### src/rtl/vga_timing_pkg.sv
// vga_timing_pkg: default 1024x768 timing constants and derived line/frame totals
package vga_timing_pkg;
    localparam int H_VISIBLE = 1024;
    localparam int H_FRONT   = 24;
    localparam int H_SYNC    = 136;
    localparam int H_BACK    = 160;
    localparam int V_VISIBLE = 768;
    localparam int V_FRONT   = 3;
    localparam int V_SYNC    = 6;
    localparam int V_BACK    = 29;

    function automatic int total(input int vis, input int front, input int sync, input int back);
        return vis + front + sync + back;
    endfunction

    localparam int H_TOTAL = total(H_VISIBLE, H_FRONT, H_SYNC, H_BACK);
    localparam int V_TOTAL = total(V_VISIBLE, V_FRONT, V_SYNC, V_BACK);
endpackage

### src/rtl/sweep_counter.sv
// sweep_counter: modulo-N counter with enable, exposing its next value and a wrap strobe
module sweep_counter #(
    parameter int N = 1344,
    parameter int W = 11
) (
    input  logic         clk,
    input  logic         reset,
    input  logic         en,
    output logic [W-1:0] count,
    output logic [W-1:0] next,
    output logic         wrap
);
    logic at_max;

    always_comb begin
        at_max = count == W'(N - 1);
        wrap   = en && at_max;
        next   = en ? (at_max ? '0 : count + W'(1)) : count;
    end

    always_ff @(posedge clk or posedge reset) begin
        if (reset) count <= '0;
        else       count <= next;
    end
endmodule

### src/rtl/beam_sweep_generator.sv
// beam_sweep_generator: raster beam position and sync decode; BEAM_FRAME_TICK_EN adds frame_start/frame_count
module beam_sweep_generator #(
    parameter int H_VISIBLE = vga_timing_pkg::H_VISIBLE,
    parameter int H_FRONT   = vga_timing_pkg::H_FRONT,
    parameter int H_SYNC    = vga_timing_pkg::H_SYNC,
    parameter int H_BACK    = vga_timing_pkg::H_BACK,
    parameter int V_VISIBLE = vga_timing_pkg::V_VISIBLE,
    parameter int V_FRONT   = vga_timing_pkg::V_FRONT,
    parameter int V_SYNC    = vga_timing_pkg::V_SYNC,
    parameter int V_BACK    = vga_timing_pkg::V_BACK
) (
    input  logic        clk,
    input  logic        reset,
    input  logic        pix_en,
    output logic [10:0] beam_x,
    output logic [9:0]  beam_y,
    output logic        draw,
    output logic        hsync,
    output logic        vsync
`ifdef BEAM_FRAME_TICK_EN
    ,
    output logic        frame_start,
    output logic [15:0] frame_count
`endif
);
    localparam int H_TOTAL = vga_timing_pkg::total(H_VISIBLE, H_FRONT, H_SYNC, H_BACK);
    localparam int V_TOTAL = vga_timing_pkg::total(V_VISIBLE, V_FRONT, V_SYNC, V_BACK);
    localparam logic [10:0] X_VIS = 11'(H_VISIBLE);
    localparam logic [10:0] HS_LO = 11'(H_VISIBLE + H_FRONT);
    localparam logic [10:0] HS_HI = 11'(H_VISIBLE + H_FRONT + H_SYNC);
    localparam logic [9:0]  Y_VIS = 10'(V_VISIBLE);
    localparam logic [9:0]  VS_LO = 10'(V_VISIBLE + V_FRONT);
    localparam logic [9:0]  VS_HI = 10'(V_VISIBLE + V_FRONT + V_SYNC);

    logic [10:0] nx;
    logic [9:0]  ny;
    logic        x_wrap;
    logic        frame_wrap;

    sweep_counter #(.N(H_TOTAL), .W(11)) u_x (
        .clk(clk), .reset(reset), .en(pix_en),
        .count(beam_x), .next(nx), .wrap(x_wrap)
    );

    sweep_counter #(.N(V_TOTAL), .W(10)) u_y (
        .clk(clk), .reset(reset), .en(x_wrap),
        .count(beam_y), .next(ny), .wrap(frame_wrap)
    );

    // Decoding the next position keeps flags coherent with the registered beam
    always_ff @(posedge clk or posedge reset) begin
        if (reset) begin
            draw  <= 1'b0;
            hsync <= 1'b1;
            vsync <= 1'b1;
        end else if (pix_en) begin
            draw  <= nx < X_VIS && ny < Y_VIS;
            hsync <= !(nx >= HS_LO && nx < HS_HI);
            vsync <= !(ny >= VS_LO && ny < VS_HI);
        end
    end

`ifdef BEAM_FRAME_TICK_EN
    always_ff @(posedge clk or posedge reset) begin
        if (reset) begin
            frame_start <= 1'b0;
            frame_count <= '0;
        end else if (pix_en) begin
            frame_start <= frame_wrap;
            frame_count <= frame_count + 16'(frame_wrap);
        end
    end
`else
    logic unused_frame_wrap;
    assign unused_frame_wrap = frame_wrap;
`endif
endmodule

### config.mk
export PLATFORM = sky130hd
export DESIGN_NAME = beam_sweep_generator
export DESIGN_NICKNAME = d
export VERILOG_FILES = /design/src/rtl/vga_timing_pkg.sv /design/src/rtl/sweep_counter.sv /design/src/rtl/beam_sweep_generator.sv
export SDC_FILE = /design/constraint.sdc
export NUM_CORES = 1
export LEC_CHECK = 0
export ABC_AREA = 1
export CORE_MARGIN = 10
export CORE_UTILIZATION = 40
export CTS_BUF_LIST = sky130_fd_sc_hd__clkbuf_8
export CTS_CLUSTER_DIAMETER = 200
export CTS_CLUSTER_SIZE = 20
export DETAILED_ROUTE_END_ITERATION = 6
export HOLD_SLACK_MARGIN = 0.08
export MAX_ROUTING_LAYER = met4
export PLACE_DENSITY = 0.74
export REMOVE_ABC_BUFFERS = 1
export SLEW_MARGIN = 30
export SYNTH_ARGS = -nofsm -noshare
export SYNTH_HDL_FRONTEND = slang
export SYNTH_SLANG_ARGS = --single-unit
### constraint.sdc
create_clock -name clk -period 2.5 [get_ports clk]
set_clock_uncertainty 0.1 [all_clocks]
set_input_delay 0.625 -clock clk [delete_from_list [all_inputs] [get_ports clk]]
set_output_delay 0.625 -clock clk [all_outputs]
set_load 0.02 [all_outputs]
==> run metrics <==
Sw Share 39.5%; cells along the critical path clkdlybuf4s50_1 -> buf_4 -> nand2_1 -> nor3_1 -> nand2_1 -> nand2_1 -> nand3_1 -> nand2_1 -> inv_1 -> nand3b_1 -> nand2_1 -> nor2_1 -> nor2_1; flops & latches, synth 24; Nets 269; sequential share of the synthesized area 39.7%; Worst EP required 2610 ps; Power Density 696 nW/um2; Placed Area 1860 um2; grt total ovfl 0; worst min path class reg -> reg; Cell Int Power 0.000807 W; Net Switching 0.000528 W; routing usage on met2 18.2%; sequential share of power 41.3%; Vias/cell 4.63; largest net degree at the start of global routing 17; Synth Cell Area 1520 um2; Post-synth EDFFs 0; Top FF cell, synth dfrtp_1; Clk Latency, worst-skew pair 270 ps; fmax 457 MHz; cell with the most instances after synthesis nand2_1; worst vdd ir 271 uV; post-route ant nets 0; slowest stage delay, CP 500 ps; Tmin final 2190 ps; R2R Setup Slk 450 ps; number of fillers in the final layout 360; Core Util, Final 52.4%; Setup TNS 0 ps; CTS buffer count 3; Reg area 603 um2; RSZ-0062 raised after global routing false; die area 6660 um2; DP Wirelength 2790 um; initial antenna violation count 0; vias in the first global route 1,366; CP arrival 2300 ps; share of cells above drive strength 1 6.87%; Pre-antenna DRT Iters 4; CP startpoint kind primary input; DRT iter0 DRCs 112; first-pass GRT wire length 6240 um; # rows 22; Clock Tree Root clkbuf_8; Fin. Hold Viols 0; status completed; actual slew at the worst max-slew pin 412 ps; Routability Congestion 0.899; PortBufs 26; synth warn 0; fin area 1920 um2; headroom to the max-slew limit 72.4%; Final Max Tran Viols 0; cts hold-fix bufs 0; clk slew on worst S/H paths 90 ps; DRC Markers 0; Yosys cell types 23; Core Footprint 3660 um2; final worst slack 310 ps; Syn Inst Count 229; Clock Sinks 24; worst path bufs/invs 3; CTS resizes 0; # setup viols final 0; Pleak 1.02 nW; Area growth, synth to finish 26.2%; period utilization 87.6%; # diodes 0; maximum buffer depth of the clock tree 2; most frequent CP cell nand2_1; die width 81.6 um; WS Path Type in -> reg; top cell type's share of synthesized area 36.2%; Setup crit end kind register; GR peak layer met2; routed wire length 3610 um; vias 1,435; total track usage 11.9%; Gate power share 38.4%; Top delay family on crit path simple AND/OR/NAND/NOR gates; crit path max fanout 14; slowest CP cell clkdlybuf4s50_1; area of the multi-input gates 739 um2; commonest cells in the synthesized netlist nand2_1 (78), inv_1 (41), nor2_1 (32); Die H 81.6 um; MaxCap Viol Count 0; drt wl/cell 11.7 um; met3 Usage GRT 1.31%; area leader, netlist dfrtp_1; CTS tree done; Placement Setup Slack 19.3 ps; Clk pwr share 20.3%; met1 global-route usage 15.4%; H-Tree Depth 1; # Post-CTS Setup Buffers 0; Post-Syn Area per Cell 6.63 um2; I/O pin count 27; initial core utilization 41.5%; Synth area leaders dfrtp_1 (36%), nand2_1 (19%), inv_1 (10%), nor2_1 (7.9%), nand3_1 (6.3%); async set or reset register ratio after synthesis 100%
-- metrics by stage --
stage	hold slack, ps	std cells	total power [W]
after floorplan	420	227	0.000851
after global placement	379	306	0.00107
after detailed placement	383	306	0.00107
after CTS	397	310	0.00135
after global routing	419	310	0.00142
final	396	310	0.00133
-- kinds of logic after synthesis --
group,after synthesis,share of synthesized area (%)
and+or+nand+nor,145,41.4
buffers and inverters,45,11.6
DFF,24,39.7
adders and majority gates,3,2.47
AOI/OAI and AO/OA,9,3.13
xor gates and xnor gates,3,1.73
-- routing by layer --
| layer | vias up | share of wire (%) |
|---|---|---|
| met3 | 5 | 3.9 |
| li1 | 764 | - |
| met4 | 0 | 1.8 |
| met2 | 27 | 45 |
| met1 | 639 | 49 |
| met5 | - | 0 |
-- power by group through the flow --
stage | logic [W] | registers [W] | clock network, W
floorplan | 0.000231 | 0.000620 | 0
global placement | 0.000516 | 0.000558 | 0
detailed placement | 0.000515 | 0.000560 | 0
CTS | 0.000518 | 0.000552 | 0.000276
global route | 0.000572 | 0.000567 | 0.000285
finish | 0.000513 | 0.000551 | 0.000271
-- worst register-to-register path, stage by stage, from the launching register on --
cell and delay, ps:
dfrtp_1 470, ha_1 200, nand2_1 70, nor2_1 300, nand3_1 130, nand2_1 80, nand3_1 60, nand2_1 60
o21ai_0 100, nor2_1 200, nand2_1 70, nor2_1 100, nor2_1 40
-- layout by cell type (no fill, tap or decap) --
cell type        Yosys  routed
nand2_1             78      78
inv_1               41      41
nor2_1              32      32
clkdlybuf4s50_1      0      26
dfrtp_1             22      22
nand3_1             19      19
o21ai_0              7       7
nand4_1              6       6
buf_4                0       5
nor3_1               4       4
clkbuf_8             0       4
ha_1                 3       3
inv_2                2       2
xor2_1               2       2
dfstp_2              2       2
nand2_2              1       1
nor2_4               1       1
nand2_4              1       1
nor2_8               1       1
a21oi_1              1       1
o21bai_1             1       1
nor2_2               1       1
xnor2_1              1       1
nand3b_1             1       1
-- layout make-up --
| class | count | area share, % |
|---|---|---|
| timing repair buffer | 31 | 15.5 |
| sequential | 24 | 31.5 |
| inverter | 43 | 8.42 |
| tap | 48 | 3.13 |
| multi-input combinational | 160 | 38.6 |
| clock buffer | 4 | 2.87 |
-- state kept, by name, indices dropped and copies added (netlist names) --
name       count
u_x.count     11
u_y.count     10
hsync          1
draw           1
vsync          1
-- worst paths after layout --
kind	start	end	depth (start not counted)
min	vsync	vsync	2
min reg2reg	vsync	vsync	2
max in group asynchronous	reset	u_y.count[6]	3
min in group asynchronous	reset	u_x.count[10]	2
max reg2reg	u_y.count[0]	vsync	12
max	pix_en	hsync	13
No activity file was read; power rests on OpenSTA's default activity.
